$ cat config.mk
export PLATFORM = sky130hd
export DESIGN_NAME = issue_unit_flat
export DESIGN_NICKNAME = d
export VERILOG_FILES = /design/src/rtl/issue_if.sv /design/src/rtl/issue_unit.sv /design/src/flat_wrapper.sv
export SDC_FILE = /design/constraint.sdc
export NUM_CORES = 1
export LEC_CHECK = 0
export BUFFER_PORTS_ARGS = -buffer_cell sky130_fd_sc_hd__clkbuf_2
export CAP_MARGIN = 25
export CORE_AREA = 2 2 192 194
export CTS_BUF_LIST = sky130_fd_sc_hd__clkbuf_16
export CTS_CLUSTER_SIZE = 28
export DETAILED_ROUTE_END_ITERATION = 6
export DIE_AREA = 0 0 194 196
export PLACE_DENSITY = 0.56
export SYNTH_ARGS = -nofsm -noshare
export SYNTH_HDL_FRONTEND = slang
export SYNTH_SLANG_ARGS = --single-unit
$ cat constraint.sdc
create_clock -name clk -period 12.6 [get_ports clk]
set_input_delay 2.52 -clock clk [delete_from_list [all_inputs] [get_ports clk]]
set_output_delay 2.52 -clock clk [all_outputs]
set_load 0.005 [all_outputs]
$ cat src/rtl/issue_if.sv
// rtl/issue_if.sv - issue stage bundle: queue pop, register-file read, unit dispatch, writeback, flush
//
// Ports (master = issue unit side):
//   issue_q_rok/ren/rdata      pop handshake with the decoded-instruction queue
//   rf_rs1/rs2_addr/data       combinational register-file read
//   <unit>_valid/<unit>_ready  per-unit dispatch handshake (alu, lsu, bpu, csr)
//   disp_*                     dispatched payload shared by all units
//   wb_valid/wb_rd             writeback event clearing a scoreboard bit
//   flush                      squash of the held entry
interface issue_if #(
   parameter int DATA_WIDTH    = 32,
   parameter int ADDR_WIDTH    = 32,
   parameter int ISSUE_Q_WIDTH = 123
);
   logic                     issue_q_rok;
   logic                     issue_q_ren;
   logic [ISSUE_Q_WIDTH-1:0] issue_q_rdata;

   logic [4:0]               rf_rs1_addr;
   logic [4:0]               rf_rs2_addr;
   logic [DATA_WIDTH-1:0]    rf_rs1_data;
   logic [DATA_WIDTH-1:0]    rf_rs2_data;

   logic                     alu_valid;
   logic                     lsu_valid;
   logic                     bpu_valid;
   logic                     csr_valid;
   logic                     alu_ready;
   logic                     lsu_ready;
   logic                     bpu_ready;
   logic                     csr_ready;

   logic [3:0]               disp_op;
   logic [3:0]               disp_opsel;
   logic [DATA_WIDTH-1:0]    disp_opa;
   logic [DATA_WIDTH-1:0]    disp_opb;
   logic [DATA_WIDTH-1:0]    disp_rs1_data;
   logic [DATA_WIDTH-1:0]    disp_rs2_data;
   logic [DATA_WIDTH-1:0]    disp_imm;
   logic [4:0]               disp_rs1_idx;
   logic [4:0]               disp_rd;
   logic                     disp_rd_wen;
   logic                     disp_taken;
   logic [ADDR_WIDTH-1:0]    disp_cur_pc;
   logic [ADDR_WIDTH-1:0]    disp_nxt_pc;

   logic                     wb_valid;
   logic [4:0]               wb_rd;
   logic                     flush;

   modport master (
      input  issue_q_rok, issue_q_rdata,
      output issue_q_ren,
      output rf_rs1_addr, rf_rs2_addr,
      input  rf_rs1_data, rf_rs2_data,
      output alu_valid, lsu_valid, bpu_valid, csr_valid,
      input  alu_ready, lsu_ready, bpu_ready, csr_ready,
      output disp_op, disp_opsel, disp_opa, disp_opb,
      output disp_rs1_data, disp_rs2_data, disp_imm, disp_rs1_idx,
      output disp_rd, disp_rd_wen, disp_taken, disp_cur_pc, disp_nxt_pc,
      input  wb_valid, wb_rd, flush
   );

   modport slave (
      output issue_q_rok, issue_q_rdata,
      input  issue_q_ren,
      input  rf_rs1_addr, rf_rs2_addr,
      output rf_rs1_data, rf_rs2_data,
      input  alu_valid, lsu_valid, bpu_valid, csr_valid,
      output alu_ready, lsu_ready, bpu_ready, csr_ready,
      input  disp_op, disp_opsel, disp_opa, disp_opb,
      input  disp_rs1_data, disp_rs2_data, disp_imm, disp_rs1_idx,
      input  disp_rd, disp_rd_wen, disp_taken, disp_cur_pc, disp_nxt_pc,
      output wb_valid, wb_rd, flush
   );
endinterface

$ cat src/rtl/issue_unit.sv
// rtl/issue_unit.sv - in-order single-entry issue stage with register scoreboard
//
// Ports:
//   clk, rst    clock and asynchronous active-high reset
//   bus         issue_if.master: queue pop, rf read, dispatch to alu/lsu/bpu/csr,
//               writeback and flush
//   stall_cnt   saturating count of cycles the held entry could not fire
module issue_unit #(
   parameter int DATA_WIDTH    = 32,
   parameter int ADDR_WIDTH    = 32,
   parameter int ISSUE_Q_WIDTH = 123,
   parameter int REG_NUM       = 32
) (
   input  logic        clk,
   input  logic        rst,
   issue_if.master     bus,
   output logic [31:0] stall_cnt
);

   typedef enum logic {S_EMPTY = 1'b0, S_HELD = 1'b1} state_t;

   state_t                   state_q;
   state_t                   state_d;
   logic [ISSUE_Q_WIDTH-1:0] entry_q;
   logic [REG_NUM-1:0]       busy_q;
   logic [REG_NUM-1:0]       busy_d;
   logic [31:0]              stall_cnt_q;

   // Held-entry fields
   logic [1:0]            func;
   logic [3:0]            op;
   logic [3:0]            opsel;
   logic                  use_rs1;
   logic                  use_rs2;
   logic                  use_imm;
   logic                  use_pc;
   logic [DATA_WIDTH-1:0] imm;
   logic [4:0]            rs1;
   logic [4:0]            rs2;
   logic [4:0]            rd;
   logic                  rd_wen;
   logic                  taken;
   logic [ADDR_WIDTH-1:0] nxt_pc;
   logic [ADDR_WIDTH-1:0] cur_pc;

   assign func    = entry_q[122:121];
   assign op      = entry_q[120:117];
   assign opsel   = entry_q[116:113];
   assign use_rs1 = opsel[3];
   assign use_rs2 = opsel[2];
   assign use_imm = opsel[1];
   assign use_pc  = opsel[0];
   assign imm     = entry_q[112:81];
   assign rs1     = entry_q[80:76];
   assign rs2     = entry_q[75:71];
   assign rd      = entry_q[70:66];
   assign rd_wen  = entry_q[65];
   assign taken   = entry_q[64];
   assign nxt_pc  = entry_q[63:32];
   assign cur_pc  = entry_q[31:0];

   logic held;
   logic hazard;
   logic sel_ready;
   logic disp_valid;
   logic fire;
   logic load;

   assign held = (state_q == S_HELD);

   // Registered scoreboard only: a writeback in this cycle is not visible
   // until the next one, so rf data is always read after the write landed.
   assign hazard = held &
                   ((use_rs1 & (rs1 != 5'd0) & busy_q[rs1]) |
                    (use_rs2 & (rs2 != 5'd0) & busy_q[rs2]) |
                    (rd_wen  & (rd  != 5'd0) & busy_q[rd]));

   always_comb begin
      sel_ready = 1'b0;
      case (func)
         2'd0:    sel_ready = bus.alu_ready;
         2'd1:    sel_ready = bus.lsu_ready;
         2'd2:    sel_ready = bus.bpu_ready;
         default: sel_ready = bus.csr_ready;
      endcase
   end

   assign disp_valid = held & ~hazard & ~bus.flush;
   assign fire       = disp_valid & sel_ready;
   assign load       = bus.issue_q_ren & bus.issue_q_rok;

   // State register
   always_ff @(posedge clk or posedge rst) begin
      if (rst) begin
         state_q <= S_EMPTY;
      end else begin
         state_q <= state_d;
      end
   end

   // Next-state logic
   always_comb begin
      state_d = state_q;
      if (bus.flush) begin
         state_d = S_EMPTY;
      end else if (load) begin
         state_d = S_HELD;
      end else if (fire) begin
         state_d = S_EMPTY;
      end
   end

   // Output logic: pop request and one-hot dispatch valid
   always_comb begin
      bus.issue_q_ren = ~bus.flush & (~held | fire);
      bus.alu_valid   = 1'b0;
      bus.lsu_valid   = 1'b0;
      bus.bpu_valid   = 1'b0;
      bus.csr_valid   = 1'b0;
      if (disp_valid) begin
         case (func)
            2'd0:    bus.alu_valid = 1'b1;
            2'd1:    bus.lsu_valid = 1'b1;
            2'd2:    bus.bpu_valid = 1'b1;
            default: bus.csr_valid = 1'b1;
         endcase
      end
   end

   always_ff @(posedge clk or posedge rst) begin
      if (rst) begin
         entry_q <= '0;
      end else if (load) begin
         entry_q <= bus.issue_q_rdata;
      end
   end

   // Clear first, then set, so a same-cycle dispatch to the register being
   // written back leaves it busy for the newer producer.
   always_comb begin
      busy_d = busy_q;
      if (bus.wb_valid && (bus.wb_rd != 5'd0)) begin
         busy_d[bus.wb_rd] = 1'b0;
      end
      if (fire && rd_wen && (rd != 5'd0)) begin
         busy_d[rd] = 1'b1;
      end
      busy_d[0] = 1'b0;
   end

   always_ff @(posedge clk or posedge rst) begin
      if (rst) begin
         busy_q <= '0;
      end else begin
         busy_q <= busy_d;
      end
   end

   always_ff @(posedge clk or posedge rst) begin
      if (rst) begin
         stall_cnt_q <= '0;
      end else if (held && (hazard || !sel_ready) && !bus.flush &&
                   (stall_cnt_q != 32'hFFFF_FFFF)) begin
         stall_cnt_q <= stall_cnt_q + 32'd1;
      end
   end

   assign stall_cnt = stall_cnt_q;

   assign bus.rf_rs1_addr = held ? rs1 : 5'd0;
   assign bus.rf_rs2_addr = held ? rs2 : 5'd0;

   assign bus.disp_op       = op;
   assign bus.disp_opsel    = opsel;
   assign bus.disp_opa      = use_rs1 ? bus.rf_rs1_data :
                              use_pc  ? cur_pc : '0;
   assign bus.disp_opb      = use_rs2 ? bus.rf_rs2_data :
                              use_imm ? imm : '0;
   assign bus.disp_rs1_data = bus.rf_rs1_data;
   assign bus.disp_rs2_data = bus.rf_rs2_data;
   assign bus.disp_imm      = imm;
   assign bus.disp_rs1_idx  = rs1;
   assign bus.disp_rd       = rd;
   assign bus.disp_rd_wen   = rd_wen;
   assign bus.disp_taken    = taken;
   assign bus.disp_cur_pc   = cur_pc;
   assign bus.disp_nxt_pc   = nxt_pc;

endmodule

$ cat src/flat_wrapper.sv
// flat-port wrapper written by rule: the top's interface ports become plain ports
module issue_unit_flat 
#(
   parameter int DATA_WIDTH    = 32,
   parameter int ADDR_WIDTH    = 32,
   parameter int ISSUE_Q_WIDTH = 123,
   parameter int REG_NUM       = 32
)
  (clk, rst, stall_cnt, bus_issue_q_rok, bus_issue_q_rdata, bus_issue_q_ren, bus_rf_rs1_addr, bus_rf_rs2_addr, bus_rf_rs1_data, bus_rf_rs2_data, bus_alu_valid, bus_lsu_valid, bus_bpu_valid, bus_csr_valid, bus_alu_ready, bus_lsu_ready, bus_bpu_ready, bus_csr_ready, bus_disp_op, bus_disp_opsel, bus_disp_opa, bus_disp_opb, bus_disp_rs1_data, bus_disp_rs2_data, bus_disp_imm, bus_disp_rs1_idx, bus_disp_rd, bus_disp_rd_wen, bus_disp_taken, bus_disp_cur_pc, bus_disp_nxt_pc, bus_wb_valid, bus_wb_rd, bus_flush);
  issue_if #(.DATA_WIDTH(DATA_WIDTH), .ADDR_WIDTH(ADDR_WIDTH), .ISSUE_Q_WIDTH(ISSUE_Q_WIDTH)) bus_i ();
  input  logic clk;
  input  logic rst;
  output logic [31:0] stall_cnt;
  input wire logic [$bits(bus_i.issue_q_rok)-1:0] bus_issue_q_rok;
  input wire logic [$bits(bus_i.issue_q_rdata)-1:0] bus_issue_q_rdata;
  output wire logic [$bits(bus_i.issue_q_ren)-1:0] bus_issue_q_ren;
  output wire logic [$bits(bus_i.rf_rs1_addr)-1:0] bus_rf_rs1_addr;
  output wire logic [$bits(bus_i.rf_rs2_addr)-1:0] bus_rf_rs2_addr;
  input wire logic [$bits(bus_i.rf_rs1_data)-1:0] bus_rf_rs1_data;
  input wire logic [$bits(bus_i.rf_rs2_data)-1:0] bus_rf_rs2_data;
  output wire logic [$bits(bus_i.alu_valid)-1:0] bus_alu_valid;
  output wire logic [$bits(bus_i.lsu_valid)-1:0] bus_lsu_valid;
  output wire logic [$bits(bus_i.bpu_valid)-1:0] bus_bpu_valid;
  output wire logic [$bits(bus_i.csr_valid)-1:0] bus_csr_valid;
  input wire logic [$bits(bus_i.alu_ready)-1:0] bus_alu_ready;
  input wire logic [$bits(bus_i.lsu_ready)-1:0] bus_lsu_ready;
  input wire logic [$bits(bus_i.bpu_ready)-1:0] bus_bpu_ready;
  input wire logic [$bits(bus_i.csr_ready)-1:0] bus_csr_ready;
  output wire logic [$bits(bus_i.disp_op)-1:0] bus_disp_op;
  output wire logic [$bits(bus_i.disp_opsel)-1:0] bus_disp_opsel;
  output wire logic [$bits(bus_i.disp_opa)-1:0] bus_disp_opa;
  output wire logic [$bits(bus_i.disp_opb)-1:0] bus_disp_opb;
  output wire logic [$bits(bus_i.disp_rs1_data)-1:0] bus_disp_rs1_data;
  output wire logic [$bits(bus_i.disp_rs2_data)-1:0] bus_disp_rs2_data;
  output wire logic [$bits(bus_i.disp_imm)-1:0] bus_disp_imm;
  output wire logic [$bits(bus_i.disp_rs1_idx)-1:0] bus_disp_rs1_idx;
  output wire logic [$bits(bus_i.disp_rd)-1:0] bus_disp_rd;
  output wire logic [$bits(bus_i.disp_rd_wen)-1:0] bus_disp_rd_wen;
  output wire logic [$bits(bus_i.disp_taken)-1:0] bus_disp_taken;
  output wire logic [$bits(bus_i.disp_cur_pc)-1:0] bus_disp_cur_pc;
  output wire logic [$bits(bus_i.disp_nxt_pc)-1:0] bus_disp_nxt_pc;
  input wire logic [$bits(bus_i.wb_valid)-1:0] bus_wb_valid;
  input wire logic [$bits(bus_i.wb_rd)-1:0] bus_wb_rd;
  input wire logic [$bits(bus_i.flush)-1:0] bus_flush;
  assign bus_i.issue_q_rok = bus_issue_q_rok;
  assign bus_i.issue_q_rdata = bus_issue_q_rdata;
  assign bus_issue_q_ren = bus_i.issue_q_ren;
  assign bus_rf_rs1_addr = bus_i.rf_rs1_addr;
  assign bus_rf_rs2_addr = bus_i.rf_rs2_addr;
  assign bus_i.rf_rs1_data = bus_rf_rs1_data;
  assign bus_i.rf_rs2_data = bus_rf_rs2_data;
  assign bus_alu_valid = bus_i.alu_valid;
  assign bus_lsu_valid = bus_i.lsu_valid;
  assign bus_bpu_valid = bus_i.bpu_valid;
  assign bus_csr_valid = bus_i.csr_valid;
  assign bus_i.alu_ready = bus_alu_ready;
  assign bus_i.lsu_ready = bus_lsu_ready;
  assign bus_i.bpu_ready = bus_bpu_ready;
  assign bus_i.csr_ready = bus_csr_ready;
  assign bus_disp_op = bus_i.disp_op;
  assign bus_disp_opsel = bus_i.disp_opsel;
  assign bus_disp_opa = bus_i.disp_opa;
  assign bus_disp_opb = bus_i.disp_opb;
  assign bus_disp_rs1_data = bus_i.disp_rs1_data;
  assign bus_disp_rs2_data = bus_i.disp_rs2_data;
  assign bus_disp_imm = bus_i.disp_imm;
  assign bus_disp_rs1_idx = bus_i.disp_rs1_idx;
  assign bus_disp_rd = bus_i.disp_rd;
  assign bus_disp_rd_wen = bus_i.disp_rd_wen;
  assign bus_disp_taken = bus_i.disp_taken;
  assign bus_disp_cur_pc = bus_i.disp_cur_pc;
  assign bus_disp_nxt_pc = bus_i.disp_nxt_pc;
  assign bus_i.wb_valid = bus_wb_valid;
  assign bus_i.wb_rd = bus_wb_rd;
  assign bus_i.flush = bus_flush;
  issue_unit #(.DATA_WIDTH(DATA_WIDTH), .ADDR_WIDTH(ADDR_WIDTH), .ISSUE_Q_WIDTH(ISSUE_Q_WIDTH), .REG_NUM(REG_NUM)) u_core (.clk(clk), .rst(rst), .bus(bus_i), .stall_cnt(stall_cnt));
endmodule
Word level (Yosys, flattened, before mapping)
Cells that the tools add are included.
- output and inout port bits: 291
- input bits: 201
- bits in registers: 187
- word-level logic and storage cells: 83
- equal/unequal tests: 3
- reduce and logical (&&, ||, !) cells: 18
- $lt $le $gt $ge: 6
- mux-type cells: 30
- bitwise gates (word level): 21
- $add $sub $neg: 1
- operators by type and width (kind ; count):
    $mux W32 ; 6
    $add A32 B1 Y32 const B ; 1
    $and A32 B32 Y32 ; 1
    $ne A32 B32 Y1 const B ; 1
    $not A32 Y32 ; 1
    $or A32 B32 Y32 ; 1
    $lt A5 B6 Y1 const B ; 4
    $reduce_bool A5 Y1 ; 4
    $mux W1 ; 16
    $bmux W1 S5 ; 3
    $and A1 B1 Y1 ; 12
    $demux W1 S5 ; 2
    $ge A5 B1 Y1 const B ; 2
    $mux W5 ; 2
    $logic_and A1 B1 Y1 ; 8
    $not A1 Y1 ; 3
    $or A1 B1 Y1 ; 3
    $pmux W1 S3 ; 1
    $reduce_bool A3 Y1 ; 1
    $reduce_or A3 Y1 ; 1
    $eq A2 B1 Y1 const B ; 1
    $eq A2 B2 Y1 const B ; 1
    $logic_not A1 Y1 ; 2
    $logic_not A2 Y1 ; 1
    $logic_or A1 B1 Y1 ; 1

Depth between registers and ports, before layout
- word-level depth: 15
- depth in mapped cells: 14

Worst setup path after synthesis
OpenSTA, ideal clock, no wires.
- path kind: input to output
- start: input bus_csr_ready
- end: output bus_issue_q_ren
- stages on the path: 5
- data required time: 10.080 ns
- slack: 6.448 ns
- data arrival time: 3.632 ns
- cell sequence: mux4_2 or3b_1 buf_6 clkbuf_1 a21oi_1
- cells in the longest elaborated chain, start to end: 4
- RTL lines (item ; line ; text):
    start: declaration ; flat_wrapper.sv:28 ; input wire logic [$bits(bus_i.csr_ready)-1:0] bus_csr_ready;
    $pmux W1 S3 ; issue_unit.sv:80 ; case (func)
    $and A1 B1 Y1 ; issue_unit.sv:89 ; assign fire = disp_valid & sel_ready;
    $or A1 B1 Y1 ; issue_unit.sv:115 ; bus.issue_q_ren = ~bus.flush & (~held | fire);
    $and A1 B1 Y1 ; issue_unit.sv:115 ;
    end: declaration ; flat_wrapper.sv:16 ; output wire logic [$bits(bus_i.issue_q_ren)-1:0] bus_issue_q_ren;
No other way between the ends.

Final worst setup path
- start: register u_core.entry_q[66]
- end: output bus_issue_q_ren
- cells in the longest elaborated chain, start to end: 11
- RTL lines (item ; line ; text):
    start: declaration ; issue_unit.sv:24 ; logic [ISSUE_Q_WIDTH-1:0] entry_q;
    start signal: assignment ; issue_unit.sv:134 ; entry_q <= bus.issue_q_rdata;
    $bmux W1 S5 / $reduce_bool A5 Y1 (equally long branches) ; issue_unit.sv:76 ; (rd_wen & (rd != 5'd0) & busy_q[rd]));
    $mux W1 (not written as such) / $and A1 B1 Y1 (equally long branches) ; issue_unit.sv:76 ;
    $and A1 B1 Y1 * ; issue_unit.sv:76 ;
    $or A1 B1 Y1 * ; issue_unit.sv:75 ; (use_rs2 & (rs2 != 5'd0) & busy_q[rs2]) |
    $and A1 B1 Y1 * ; issue_unit.sv:73 ; assign hazard = held &
    $not A1 Y1 * ; issue_unit.sv:88 ; assign disp_valid = held & ~hazard & ~bus.flush;
    $and A1 B1 Y1 * (2 in a row) ; issue_unit.sv:88 ;
    $and A1 B1 Y1 * ; issue_unit.sv:89 ;
    $or A1 B1 Y1 * ; issue_unit.sv:115 ;
    $and A1 B1 Y1 * ; issue_unit.sv:115 ;
Every way passes the cells marked *; elsewhere a longest branch is shown, timed or not. The select of a mux whose other input is x is not followed.

==> results.sh <==
export IMPL_grt_overflow=0
export IMPL_yosysSeqAreaShare_pct=42.4
export IMPL_place_gp_congestion=0.881
export IMPL_fin_crit_ns=6.41
export IMPL_yosysWarnings=0
export IMPL_cts_tree="yes"
export IMPL_yosysTopAreaCellShare_pct=42.4
export IMPL_powerDensity_nw_per_um2=168
export IMPL_skew_ns=0.00971
export IMPL_p_int_w=0.00143
export IMPL_path_class="flop to output port"
export IMPL_setup_tns_ns=0
export IMPL_wl_per_cell_um=19.3
export IMPL_start_util_pct=30.6
export IMPL_netSwitchingPower_w=0.000772
export IMPL_io_buffers=491
export IMPL_synth_simple_area_share_pct=10.5
export IMPL_grt_start_max_net_pins=120
export IMPL_cp_start_kind="flop"
export IMPL_drcViolationCount=0
export IMPL_hold_viol_final=0
export IMPL_cts_setup_buffers=0
export IMPL_syn_to_final_growth_pct=18.6
export IMPL_maxSlewViolCount=0
export IMPL_pwr_share_seq_pct=41.3
export IMPL_dieWidth_um=194
export IMPL_grt_first_pass_wirelength_mm=50.9
export IMPL_rows=70
export IMPL_fp_dieH_um=196
export IMPL_hold_class="flop to flop"
export IMPL_synthCells=1004
export IMPL_postCtsHoldBufs=0
export IMPL_insertion_delay_ns=0.45
export IMPL_worst_r2r_cell_count=10
export IMPL_crit_path_end_kind="output port"
export IMPL_reg2reg_to="u_core.entry_q[2]$_DFFE_PP0P_"
export IMPL_dp_hpwl_mm=26.2
export IMPL_crit_fanout=38
export IMPL_viasPerCell=4.78
export IMPL_slew_headroom_pct=35.4
export IMPL_nNetsFinal=1484
export IMPL_synth_fa_ha_area_share_pct=0.113
export IMPL_synth_compound_area_share_pct=8.70
export IMPL_synth_area_um2=11000
export IMPL_rsz0062_at_grt="false"
export IMPL_n_fill_cell=3665
export IMPL_synth_area_leader_cell="dfrtp_1"
export IMPL_switching_share_pct=35.0
export IMPL_grt_pass1_vias=8145
export IMPL_synth_top_family_by_area="multiplexers"
export IMPL_drt_iter0_markers=467
export IMPL_synth_avg_cell_area_um2=11.0
export IMPL_grt_total_usage_pct=17.4
export IMPL_vias=8433
export IMPL_yosys_top_cells_count="187 x dfrtp_1, 178 x buf_4, 91 x o21ai_0, 86 x nand2_1, 70 x mux2_4"
export IMPL_status="completed"
export IMPL_utilization_pct=36.3
export IMPL_clock_sinks=187
export IMPL_synthMuxAreaShare_pct=20.0
export IMPL_finalCritPeriodShare_pct=50.8
export IMPL_reg2reg_slack_ns=7.85
export IMPL_die_area_um2=38000
export IMPL_crit_arrival_ns=3.89
export IMPL_synth_edf_count=0
export IMPL_antenna_found_initial=3
export IMPL_path_clk_slew_ns=0.07
export IMPL_power_leakage_nw=6.70
export IMPL_synth_xor_area_share_pct=2.46
export IMPL_place_area_um2=12500
export IMPL_cts_made_buffers=17
export IMPL_wl_mm=34.1
export IMPL_core_area_um2=36100
export IMPL_required_ns=10.08
export IMPL_combPwrFrac_pct=33.0
export IMPL_ys_top_cells_by_area="dfrtp_1 42%, buf_4 12%, mux2_4 9.5%"
export IMPL_worstReg2RegStart="u_core.entry_q[66]$_DFFE_PP0P_"
export IMPL_p_clk_share_pct=25.6
export IMPL_crit_end="bus_issue_q_ren"
export IMPL_postLayoutCellArea_um2=13100
export IMPL_cts_root_buffer="clkbuf_16"
export IMPL_synth_seq_cells=187
export IMPL_antenna_left=0
export IMPL_ir_worst_vdd_mv=0.0913
export IMPL_maxCapViolCount=0
export IMPL_io_pins=492
export IMPL_post_cts_resized=0
export IMPL_clockBufferDepth=2
export IMPL_synth_nets=1206
export IMPL_setup_viol_count_final=0
export IMPL_cts_max_level=4
export IMPL_dr_pass1_iters=5
export IMPL_max_freq_mhz=156
export IMPL_async_flop_share_pct=100
export IMPL_ys_flop_type="dfrtp_1"
export IMPL_drive_gt1_share_pct=52.5
export IMPL_synth_cell_type_count=57
export IMPL_worstMarginPinSlew_ns=0.969
export IMPL_yosysMostFrequentCell="dfrtp_1"
export IMPL_startpoint="u_core.entry_q[66]$_DFFE_PP0P_"
==> power by group through the flow <==
stage	clock (W)	sequential [W]	combinational [W]
after global routing	0.000613	0.000936	0.000794
after CTS	0.000586	0.000916	0.000725
after detailed placement	0	0.000925	0.000724
after floorplan	0	0.000822	0.000633
final	0.000565	0.000912	0.000729
after global placement	0	0.000924	0.000709
==> stage by stage <==
stage	total power, W	instances	hold slack [ns]	setup slack, ns
2_1_floorplan	0.00145	1004	0.478	4.99
3_3_place_gp	0.00163	1729	0.480	6.26
3_5_place_dp	0.00165	1730	0.490	6.24
4_1_cts	0.00223	1762	0.505	6.17
5_1_grt	0.00234	1765	0.525	5.97
6_report	0.00221	1766	0.500	6.19
==> flip-flops by register name, indices dropped and copies added, names as in the netlist <==
name,cells
u_core.busy_q,31
u_core.entry_q,123
u_core.held,1
u_core.stall_cnt,32
==> worst min-delay path by stage <==
stage,start,depth (start not counted),endpoint
2_1_floorplan,u_core.stall_cnt[26]$_DFFE_PP0P_,1,u_core.stall_cnt[26]$_DFFE_PP0P_
3_3_place_gp,u_core.stall_cnt[26]$_DFFE_PP0P_,1,u_core.stall_cnt[26]$_DFFE_PP0P_
3_5_place_dp,u_core.stall_cnt[26]$_DFFE_PP0P_,1,u_core.stall_cnt[26]$_DFFE_PP0P_
4_1_cts,u_core.stall_cnt[29]$_DFFE_PP0P_,1,u_core.stall_cnt[29]$_DFFE_PP0P_
5_1_grt,u_core.stall_cnt[17]$_DFFE_PP0P_,1,u_core.stall_cnt[17]$_DFFE_PP0P_
6_report,u_core.stall_cnt[26]$_DFFE_PP0P_,1,u_core.stall_cnt[26]$_DFFE_PP0P_
==> cells by family (layout without fill, tap and decap cells) <==
logic type | count (synthesis) | count (layout)
DFF | 187 | 187
buffers and inverters | 246 | 537
AOI/OAI and AO/OA | 152 | 152
other | 0 | 3
adders and majority gates | 1 | 1
and+or+nand+nor | 220 | 220
muxes | 167 | 167
xor gates and xnor gates | 31 | 31
==> worst max-delay path, stage by stage (launching register included) <==
cell      delay, ns
dfrtp_1        0.98
mux2i_1        0.30
nor3_1         0.08
or4_1          0.55
nor4_1         0.26
a31oi_1        0.26
or3b_1         0.41
buf_4          0.25
a21oi_1        0.20
clkbuf_2       0.13
==> area by class of cell <==
cell class | instances | area [um^2] | area share, %
inverter | 5 | 26.3 | 0.201
clock buffer | 17 | 425 | 3.25
tap | 468 | 586 | 4.47
clock inverter | 15 | 181 | 1.38
multi-input combinational | 571 | 4630 | 35.3
sequential | 187 | 4680 | 35.7
timing repair buffer | 500 | 2560 | 19.6
antenna | 3 | 7.51 | 0.0573
==> layout by cell type (no fill, tap or decap), types with 5 or more instances in the layout <==
cell / synthesis / layout
nor3b_1: 7 / 7
nand4_1: 18 / 18
a22o_1: 31 / 31
and3_1: 18 / 18
nand3_1: 18 / 18
nor4_1: 7 / 7
buf_4: 178 / 7
a21oi_1: 5 / 5
nand3b_1: 7 / 7
nor3_1: 5 / 5
clkbuf_16: 0 / 17
nor2_1: 11 / 11
xnor2_1: 25 / 25
clkbuf_2: 0 / 491
dfrtp_1: 187 / 186
mux2i_1: 30 / 30
inv_6: 0 / 5
nand2_1: 86 / 86
and2_1: 11 / 11
nand2b_1: 7 / 7
or3b_2: 5 / 5
o21ai_0: 91 / 91
mux2_4: 70 / 70
xor2_1: 6 / 6
mux2_2: 58 / 58
or3_1: 5 / 5
mux4_2: 7 / 7
==> layer usage <==
metal / GRT usage, % / wire length [um]
met5: 0 / 0
met4: 5.25 / 529
met3: 3.58 / 2570
met2: 27.9 / 16300
met1: 23.6 / 14700
Power figures use the tool's default switching activity.
